===== config.mk =====
export PLATFORM = sky130hd
export DESIGN_NAME = mdb_wr_mux_flat
export DESIGN_NICKNAME = d
export VERILOG_FILES = /design/src/rtl/mdb_wr_mux_if.sv /design/src/rtl/mdb_wr_mux.sv /design/src/flat_wrapper.sv
export SDC_FILE = /design/constraint.sdc
export NUM_CORES = 1
export LEC_CHECK = 0
export ABC_AREA = 1
export CAP_MARGIN = 10
export CORE_MARGIN = 4
export CORE_UTILIZATION = 39
export CTS_CLUSTER_DIAMETER = 30
export DETAILED_ROUTE_END_ITERATION = 8
export GPL_TIMING_DRIVEN = 0
export MAX_ROUTING_LAYER = met4
export PLACE_DENSITY = 0.77
export SYNTH_ARGS = -nofsm -noshare
export SYNTH_HDL_FRONTEND = slang
export SYNTH_SLANG_ARGS = --single-unit

===== constraint.sdc =====
create_clock -name clk -period 1.2 [get_ports clk]
set_clock_uncertainty 0.05 [all_clocks]
set_input_delay 0.3 -clock clk [delete_from_list [all_inputs] [get_ports clk]]
set_output_delay 0.3 -clock clk [all_outputs]
set_load 0.1 [all_outputs]

===== src/rtl/mdb_wr_mux_if.sv =====
// rtl/mdb_wr_mux_if.sv - MDB write mux source, upstream and memory handshake bundle
interface mdb_wr_mux_if #(
    parameter int WIDTH = 16,
    parameter int NSRC  = 4
);
    localparam int SEL_W = $clog2(NSRC);
    localparam int NLANE = WIDTH / 8;
    localparam int LSB_W = (NLANE > 1) ? $clog2(NLANE) : 1;

    logic [NSRC*WIDTH-1:0] src_data;
    logic [SEL_W-1:0]      src_sel;
    logic                  bw;
    logic [LSB_W-1:0]      addr_lsb;
    logic                  up_valid;
    logic                  up_ready;
    logic [WIDTH-1:0]      mdb_data;
    logic [NLANE-1:0]      mdb_be;
    logic                  mem_valid;
    logic                  mem_ready;

    modport master (
        output src_data, src_sel, bw, addr_lsb, up_valid, mem_ready,
        input  up_ready, mdb_data, mdb_be, mem_valid
    );

    modport slave (
        input  src_data, src_sel, bw, addr_lsb, up_valid, mem_ready,
        output up_ready, mdb_data, mdb_be, mem_valid
    );
endinterface


===== src/rtl/mdb_wr_mux.sv =====
// rtl/mdb_wr_mux.sv - registered MDB write source selector with skid buffer (option: MDB_MUX_BYTE_LANE_EN)
module mdb_wr_mux #(
    parameter int WIDTH   = 16,
    parameter int NSRC    = 4,
    parameter int DEF_SRC = 1
) (
    input logic         clk,
    input logic         rst,
    mdb_wr_mux_if.slave bus
);
    localparam int SEL_W = $clog2(NSRC);
    localparam int NLANE = WIDTH / 8;
    localparam int LSB_W = (NLANE > 1) ? $clog2(NLANE) : 1;

    localparam logic [SEL_W:0]   NSRC_W  = (SEL_W + 1)'(NSRC);
    localparam logic [SEL_W-1:0] DEF_SEL = SEL_W'(DEF_SRC);

    typedef enum logic [1:0] {
        ST_EMPTY = 2'd0,
        ST_ONE   = 2'd1,
        ST_FULL  = 2'd2
    } state_t;

    state_t           state_q;
    logic [WIDTH-1:0] out_data_q;
    logic [NLANE-1:0] out_be_q;
    logic [WIDTH-1:0] skd_data_q;
    logic [NLANE-1:0] skd_be_q;
    logic             mem_valid_q;
    logic             up_ready_q;

    logic [SEL_W-1:0] sel_eff;
    logic [WIDTH-1:0] src_word;
    logic [WIDTH-1:0] new_data;
    logic [NLANE-1:0] new_be;
    logic             acc;
    logic             drn;

    assign acc = bus.up_valid & up_ready_q;
    assign drn = mem_valid_q & bus.mem_ready;

    // Pick the source and shape it into lane data and byte enables for the beat being offered
    always_comb begin
        sel_eff = DEF_SEL;
        if ({1'b0, bus.src_sel} < NSRC_W) begin
            sel_eff = bus.src_sel;
        end
        src_word = '0;
        for (int i = 0; i < NSRC; i++) begin
            if (sel_eff == SEL_W'(i)) begin
                src_word = bus.src_data[i*WIDTH +: WIDTH];
            end
        end
        new_data = src_word;
        new_be   = '1;
`ifdef MDB_MUX_BYTE_LANE_EN
        if (bus.bw) begin
            new_data = {NLANE{src_word[7:0]}};
            for (int l = 0; l < NLANE; l++) begin
                new_be[l] = (bus.addr_lsb == LSB_W'(l));
            end
        end
`endif
    end

`ifndef MDB_MUX_BYTE_LANE_EN
    // Word-only build: byte controls stay on the port list but have no effect
    logic unused_byte_ctl;
    assign unused_byte_ctl = &{1'b0, bus.bw, bus.addr_lsb};
`endif

    // Two-entry FIFO control: OUT feeds memory, SKD catches the beat accepted while OUT is stalled
    always_ff @(posedge clk or posedge rst) begin
        if (rst) begin
            state_q     <= ST_EMPTY;
            out_data_q  <= '0;
            out_be_q    <= '0;
            skd_data_q  <= '0;
            skd_be_q    <= '0;
            mem_valid_q <= 1'b0;
            up_ready_q  <= 1'b1;
        end else begin
            case (state_q)
                ST_EMPTY: begin
                    if (acc) begin
                        out_data_q  <= new_data;
                        out_be_q    <= new_be;
                        state_q     <= ST_ONE;
                        mem_valid_q <= 1'b1;
                    end
                end
                ST_ONE: begin
                    if (acc && drn) begin
                        out_data_q <= new_data;
                        out_be_q   <= new_be;
                    end else if (acc) begin
                        skd_data_q <= new_data;
                        skd_be_q   <= new_be;
                        state_q    <= ST_FULL;
                        up_ready_q <= 1'b0;
                    end else if (drn) begin
                        state_q     <= ST_EMPTY;
                        mem_valid_q <= 1'b0;
                    end
                end
                ST_FULL: begin
                    if (drn) begin
                        out_data_q <= skd_data_q;
                        out_be_q   <= skd_be_q;
                        state_q    <= ST_ONE;
                        up_ready_q <= 1'b1;
                    end
                end
                default: begin
                    state_q     <= ST_EMPTY;
                    mem_valid_q <= 1'b0;
                    up_ready_q  <= 1'b1;
                end
            endcase
        end
    end

    assign bus.up_ready  = up_ready_q;
    assign bus.mem_valid = mem_valid_q;
    assign bus.mdb_data  = out_data_q;
    assign bus.mdb_be    = out_be_q;
endmodule


===== src/flat_wrapper.sv =====
// flat-port wrapper written by rule: the top's interface ports become plain ports
module mdb_wr_mux_flat 
#(
    parameter int WIDTH   = 16,
    parameter int NSRC    = 4,
    parameter int DEF_SRC = 1
)
  (clk, rst, bus_src_data, bus_src_sel, bus_bw, bus_addr_lsb, bus_up_valid, bus_mem_ready, bus_up_ready, bus_mdb_data, bus_mdb_be, bus_mem_valid);
  mdb_wr_mux_if #(.WIDTH(WIDTH), .NSRC(NSRC)) bus_i ();
  input logic clk;
  input logic rst;
  input wire logic [$bits(bus_i.src_data)-1:0] bus_src_data;
  input wire logic [$bits(bus_i.src_sel)-1:0] bus_src_sel;
  input wire logic [$bits(bus_i.bw)-1:0] bus_bw;
  input wire logic [$bits(bus_i.addr_lsb)-1:0] bus_addr_lsb;
  input wire logic [$bits(bus_i.up_valid)-1:0] bus_up_valid;
  input wire logic [$bits(bus_i.mem_ready)-1:0] bus_mem_ready;
  output wire logic [$bits(bus_i.up_ready)-1:0] bus_up_ready;
  output wire logic [$bits(bus_i.mdb_data)-1:0] bus_mdb_data;
  output wire logic [$bits(bus_i.mdb_be)-1:0] bus_mdb_be;
  output wire logic [$bits(bus_i.mem_valid)-1:0] bus_mem_valid;
  assign bus_i.src_data = bus_src_data;
  assign bus_i.src_sel = bus_src_sel;
  assign bus_i.bw = bus_bw;
  assign bus_i.addr_lsb = bus_addr_lsb;
  assign bus_i.up_valid = bus_up_valid;
  assign bus_i.mem_ready = bus_mem_ready;
  assign bus_up_ready = bus_i.up_ready;
  assign bus_mdb_data = bus_i.mdb_data;
  assign bus_mdb_be = bus_i.mdb_be;
  assign bus_mem_valid = bus_i.mem_valid;
  mdb_wr_mux #(.WIDTH(WIDTH), .NSRC(NSRC), .DEF_SRC(DEF_SRC)) u_core (.clk(clk), .rst(rst), .bus(bus_i));
endmodule

==> metrics <==
area of the mapped netlist 2200 um^2; Die ar. 6910 um^2; # H-tree levels 2; Multi-input gate area 1270 um^2; Mapped Avg Cell Area 7.01 um^2; Final Cycle Share 126%; drt drc 0; asr flop ratio synth 100%; kind of critical path register to register; Site Rows 27; Reg clk slew, reported paths 0.07 ns; Area Overhead vs Synth 74.2%; Crit. End Element register; CTS root buf clkbuf_8; CP Data Required Time 1.39 ns; Synth Warn # 0; Max Clk Rate 662 MHz; Top FF cell, synth dfrtp_1; count leader, synth nand2_1; top area cells in the synthesized netlist dfrtp_1 (42%), nand2_1 (21%), nand3_1 (7.5%), o21ai_1 (4.5%), o21ai_0 (4.3%); vias per std cell 4.97; number of global-route vias before repair 2513; HPWL Detailed 4.86 mm; Setup TNS -10.14 ns; Total Routing Usage GR 21.3%; syn_nets 386; final count of pins violating max slew 0; fillcell total 448; die height 83.1 um; area share of the largest cell type after synthesis 42.0%; Final Wtd Congestion 0.808; status complete, but fails checks; Starting Density 40.0%; number of flops mapped to enable cells by yosys 0; Hold Slack 0.351 ns; storage element area 972 um^2; Vias 2488; Gate Count Post-Synth 314; Slew HR 42.1%; Cell variety after synth 19; sequential fraction of the synthesis area 43.2%; RSZ-0062 raised after global routing true; # hold bufs at CTS 0; final setup violating endpoints 57; grt ovf 0; CTS tree yes; area leader, netlist dfrtp_1; Die X 83.1 um; FF-to-FF path depth 7; Final min period 1.51 ns; # nets final 500; clk buf depth 2; CP max FO 7; worst min path class input pin to async pin; Post-synth top cells nand2_1 (123), dfrtp_1 (37), nand3_1 (33), nor2_1 (25), o21ai_1 (20); post-layout util 69.7%; core area 5510 um^2; first-pass GRT wire length 11.6 mm; Ports 92; diode count 0; Worst VDD drop 1860 uV; Routed WL 7.37 mm; largest net degree at the start of global routing 39; CP Launch Type register; DR pass1 iterations 4; max-cap viol count 0; DRT antenna net count 0; DRT iter0 DRCs 179; clk_lat worst skew 0.30 ns; Yosys reg bits 38; PortBufs 87; Post-DP Area 3230 um^2; layout cell share with drive strength beyond 1 28.7%; Worst Tran Pin Value 0.864 ns; initial antenna violation count 0; worst setup margin -0.311 ns; Hold Violations, Final 0; CTS Buf Count 5; WL/cell 14.7 um; failing checks negative setup slack; # clock sinks 38; cell area after layout 3840 um^2; Power Dens Cells 2800 nW/um^2; P_leak 1.80 nW; worst endpoint data arrival time 1.70 ns
==> state kept, by name, summed over array words and instances, names as in the netlist <==
register,flops
u_core.skd_be_q,1
u_core.bus.up_ready,1
u_core.bus.mdb_be,1
u_core.skd_data_q,16
u_core.bus.mem_valid,1
u_core.state_q,2
u_core.bus.mdb_data,16
==> timing repair <==
item                       4_1_cts  5_1_grt
pin swaps                        4       13
gates resized for setup        206       27
buffers inserted                10        3
gates cloned                     5        2
setup endpoints to repair       57       66
==> placed cells by master (no fill, tap or decap), drive strengths merged <==
| cell | instances |
|---|---|
| nand2 | 126 |
| inv | 6 |
| o31ai | 1 |
| nor2 | 36 |
| clkbuf | 13 |
| buf | 51 |
| dfstp | 1 |
| nand3 | 34 |
| clkinvlp | 2 |
| or2 | 16 |
| o21ai | 39 |
| dfrtp | 37 |
| clkdlybuf4s50 | 67 |
==> worst max-delay path, stage by stage, from the launching register on <==
cell and delay, ns:
dfstp_4 0.65, nand2_4 0.08, o21ai_4 0.15, nand2_4 0.12
buf_12 0.17, nor2_2 0.07, nand2_1 0.08, nand2_1 0.08
==> power breakdown <==
group / internal (mW) / total [mW] / leakage, nW / switching (mW)
logic: 2.86 / 7.33 / 1.30 / 4.47
registers: 1.95 / 2.55 / 0.460 / 0.603
clock network: 0.413 / 0.872 / 0.0395 / 0.459
==> layout make-up <==
| cell class | instances | area share, % |
|---|---|---|
| repair buffers | 105 | 32.2 |
| multi-input cells | 252 | 33.1 |
| flip-flops and latches | 38 | 25.3 |
| well taps | 72 | 2.35 |
| plain buffers | 18 | 3.95 |
| repair inverters | 1 | 0.130 |
| clock buffers | 8 | 2.09 |
| inverters | 7 | 0.848 |
==> per-layer routing <==
layer / up-vias / GRT usage, % / share of wire [%]
met4: 0 / 9.96 / 2.5
met3: 16 / 4.17 / 7.3
met1: 1124 / 24.8 / 40
met2: 111 / 35.6 / 50
li1: 1237 / - / -
met5: - / - / 0
==> kinds of logic (layout without fill, tap and decap cells) <==
logic type             Yosys count  count (layout)  share of synthesized area, %
buffers and inverters           25             139                          6.08
and+or+nand+nor                211             212                          41.5
DFF                             38              38                          43.2
AOI/OAI and AO/OA               40              40                          9.20
==> final timing paths <==
check | from | to | slack, ns
setup reg to reg | u_core.bus.up_ready | u_core.bus.mdb_data[14] | -0.31
max in group asynchronous | rst | u_core.state_q[0] | 0.18
hold / removal | rst | u_core.bus.mem_valid | 0.35
hold reg to reg | u_core.skd_be_q[0] | u_core.skd_be_q[0] | 0.42
setup / recovery | u_core.bus.up_ready | u_core.bus.mdb_data[14] | -0.31
min in group clk | u_core.skd_be_q[0] | u_core.skd_be_q[0] | 0.42
==> stage by stage <==
stage | std cells | power, mW | setup slack, ns
final | 501 | 10.8 | -0.311
after floorplan | 314 | 6.52 | -0.353
after global placement | 473 | 7.78 | -0.895
after detailed placement | 473 | 7.90 | -0.897
after global routing | 501 | 11.3 | -0.381
after CTS | 496 | 10.1 | -0.277
No activity file was read; power rests on OpenSTA's default activity.
==> edit: new RTL, config.mk and constraints unchanged <==
Reset style: synchronous (`rst`), changed in one clocked block.
--- a/src/rtl/mdb_wr_mux.sv
+++ b/src/rtl/mdb_wr_mux.sv
@@ -71,5 +71,5 @@
 
     // Two-entry FIFO control: OUT feeds memory, SKD catches the beat accepted while OUT is stalled
-    always_ff @(posedge clk or posedge rst) begin
+    always_ff @(posedge clk) begin
         if (rst) begin
             state_q     <= ST_EMPTY;
Formal check against the unedited RTL: differs if rst is asserted again (counterexample within 4 cycles, from zero or initial values and one cycle with rst high); with rst held inactive, the same outputs for 10 cycles.
==> edit against the original RTL <==
- the flow still finishes with violations (setup timing)
- synthesized area increased by 6.4%
- core utilization rose by 4.3 points
- maximum frequency is 11% higher
- wire length up 14%
- synthesized cell count is 18% higher
- setup slack improved by 150 ps
- cell area up 9.4%
- sequential cell count did not move
Power is not compared: it rests on default switching activity, and its combinational part moved more than twofold at a synthesized area within 25%.
==> edit: results <==
export IMPL_status="finished, violations left"
export IMPL_violations="setup timing"
export IMPL_buf_share_pct=34.6
export IMPL_drive_gt1_share_pct=37.9
export IMPL_place_inst=530
export IMPL_drt_initial_drc_count=164
export IMPL_synth_top_cells_by_count="nand2_1 (90), nor2_1 (52), nand3_1 (50)"
export IMPL_dr_total_vias=2869
export IMPL_cp_data_arrival_time_ps=1540
export IMPL_wire_per_inst_um=15.2
export IMPL_gp_congestion=0.792
export IMPL_synth_area_leaders="dfxtp_1 (32%), nand2_1 (14%), nand3_1 (11%)"
export IMPL_num_nonclk_inverters=42
export IMPL_final_cells=552
export IMPL_tightest_slew_ps=287
export IMPL_final_clk_cell_share_pct=1.82
export IMPL_grt_pass1_vias=2498
export IMPL_hold_class="primary input to flop"
export IMPL_nFillCells=399
export IMPL_r2r_end="u_core.bus.mdb_data[11]$_SDFFE_PP0P_"
export IMPL_r2r_start="u_core.state_q[0]$_SDFFE_PP0P_"
export IMPL_synth_distinct_cells=27
export IMPL_timing_setup_tns_ps=-3880
export IMPL_setup_ws_ps=-163
export IMPL_grt_max_degree=11
export IMPL_num_multi_input_gates=270
export IMPL_path_max_fanout=10
export IMPL_async_flop_share_pct=0
export IMPL_synthCells=371
export IMPL_seq_area_frac_synth_pct=32.5
export IMPL_finalSetupViolCount=39
export IMPL_postCtsSetupBuffers=8
export IMPL_r2r_cells=5
export IMPL_clkbuf_count=7
## edit: cell count changes after synthesis, sizes merged, moves of 18 or more
cell   delta
o21ai    -21
inv      +33
nor2     +19
nand3    +18
dfxtp    +38
nand2    -33
a21oi    +34
dfrtp    -37
## edit: layer usage
metal / up-vias / wire (um) / part of all wire, % / global-route usage (%)
li1: 1386 / - / - / -
met1: 1317 / 3520 / 42 / 24.1
met2: 136 / 4040 / 48 / 33.6
met3: 30 / 535 / 6.4 / 2.69
met4: 0 / 297 / 3.5 / 5.18
met5: - / 0 / 0 / -
## edit: per-stage QoR
| stage | worst slack, ps | hold WS (ps) | area [um^2] |
|---|---|---|---|
| 2_1_floorplan | -85.9 | 319 | 2430 |
| 5_1_grt | -246 | 291 | 4200 |
| 3_3_place_gp | -674 | 394 | 3390 |
| 6_report | -163 | 272 | 4200 |
| 4_1_cts | -95.6 | 411 | 3820 |
| 3_5_place_dp | -677 | 400 | 3390 |
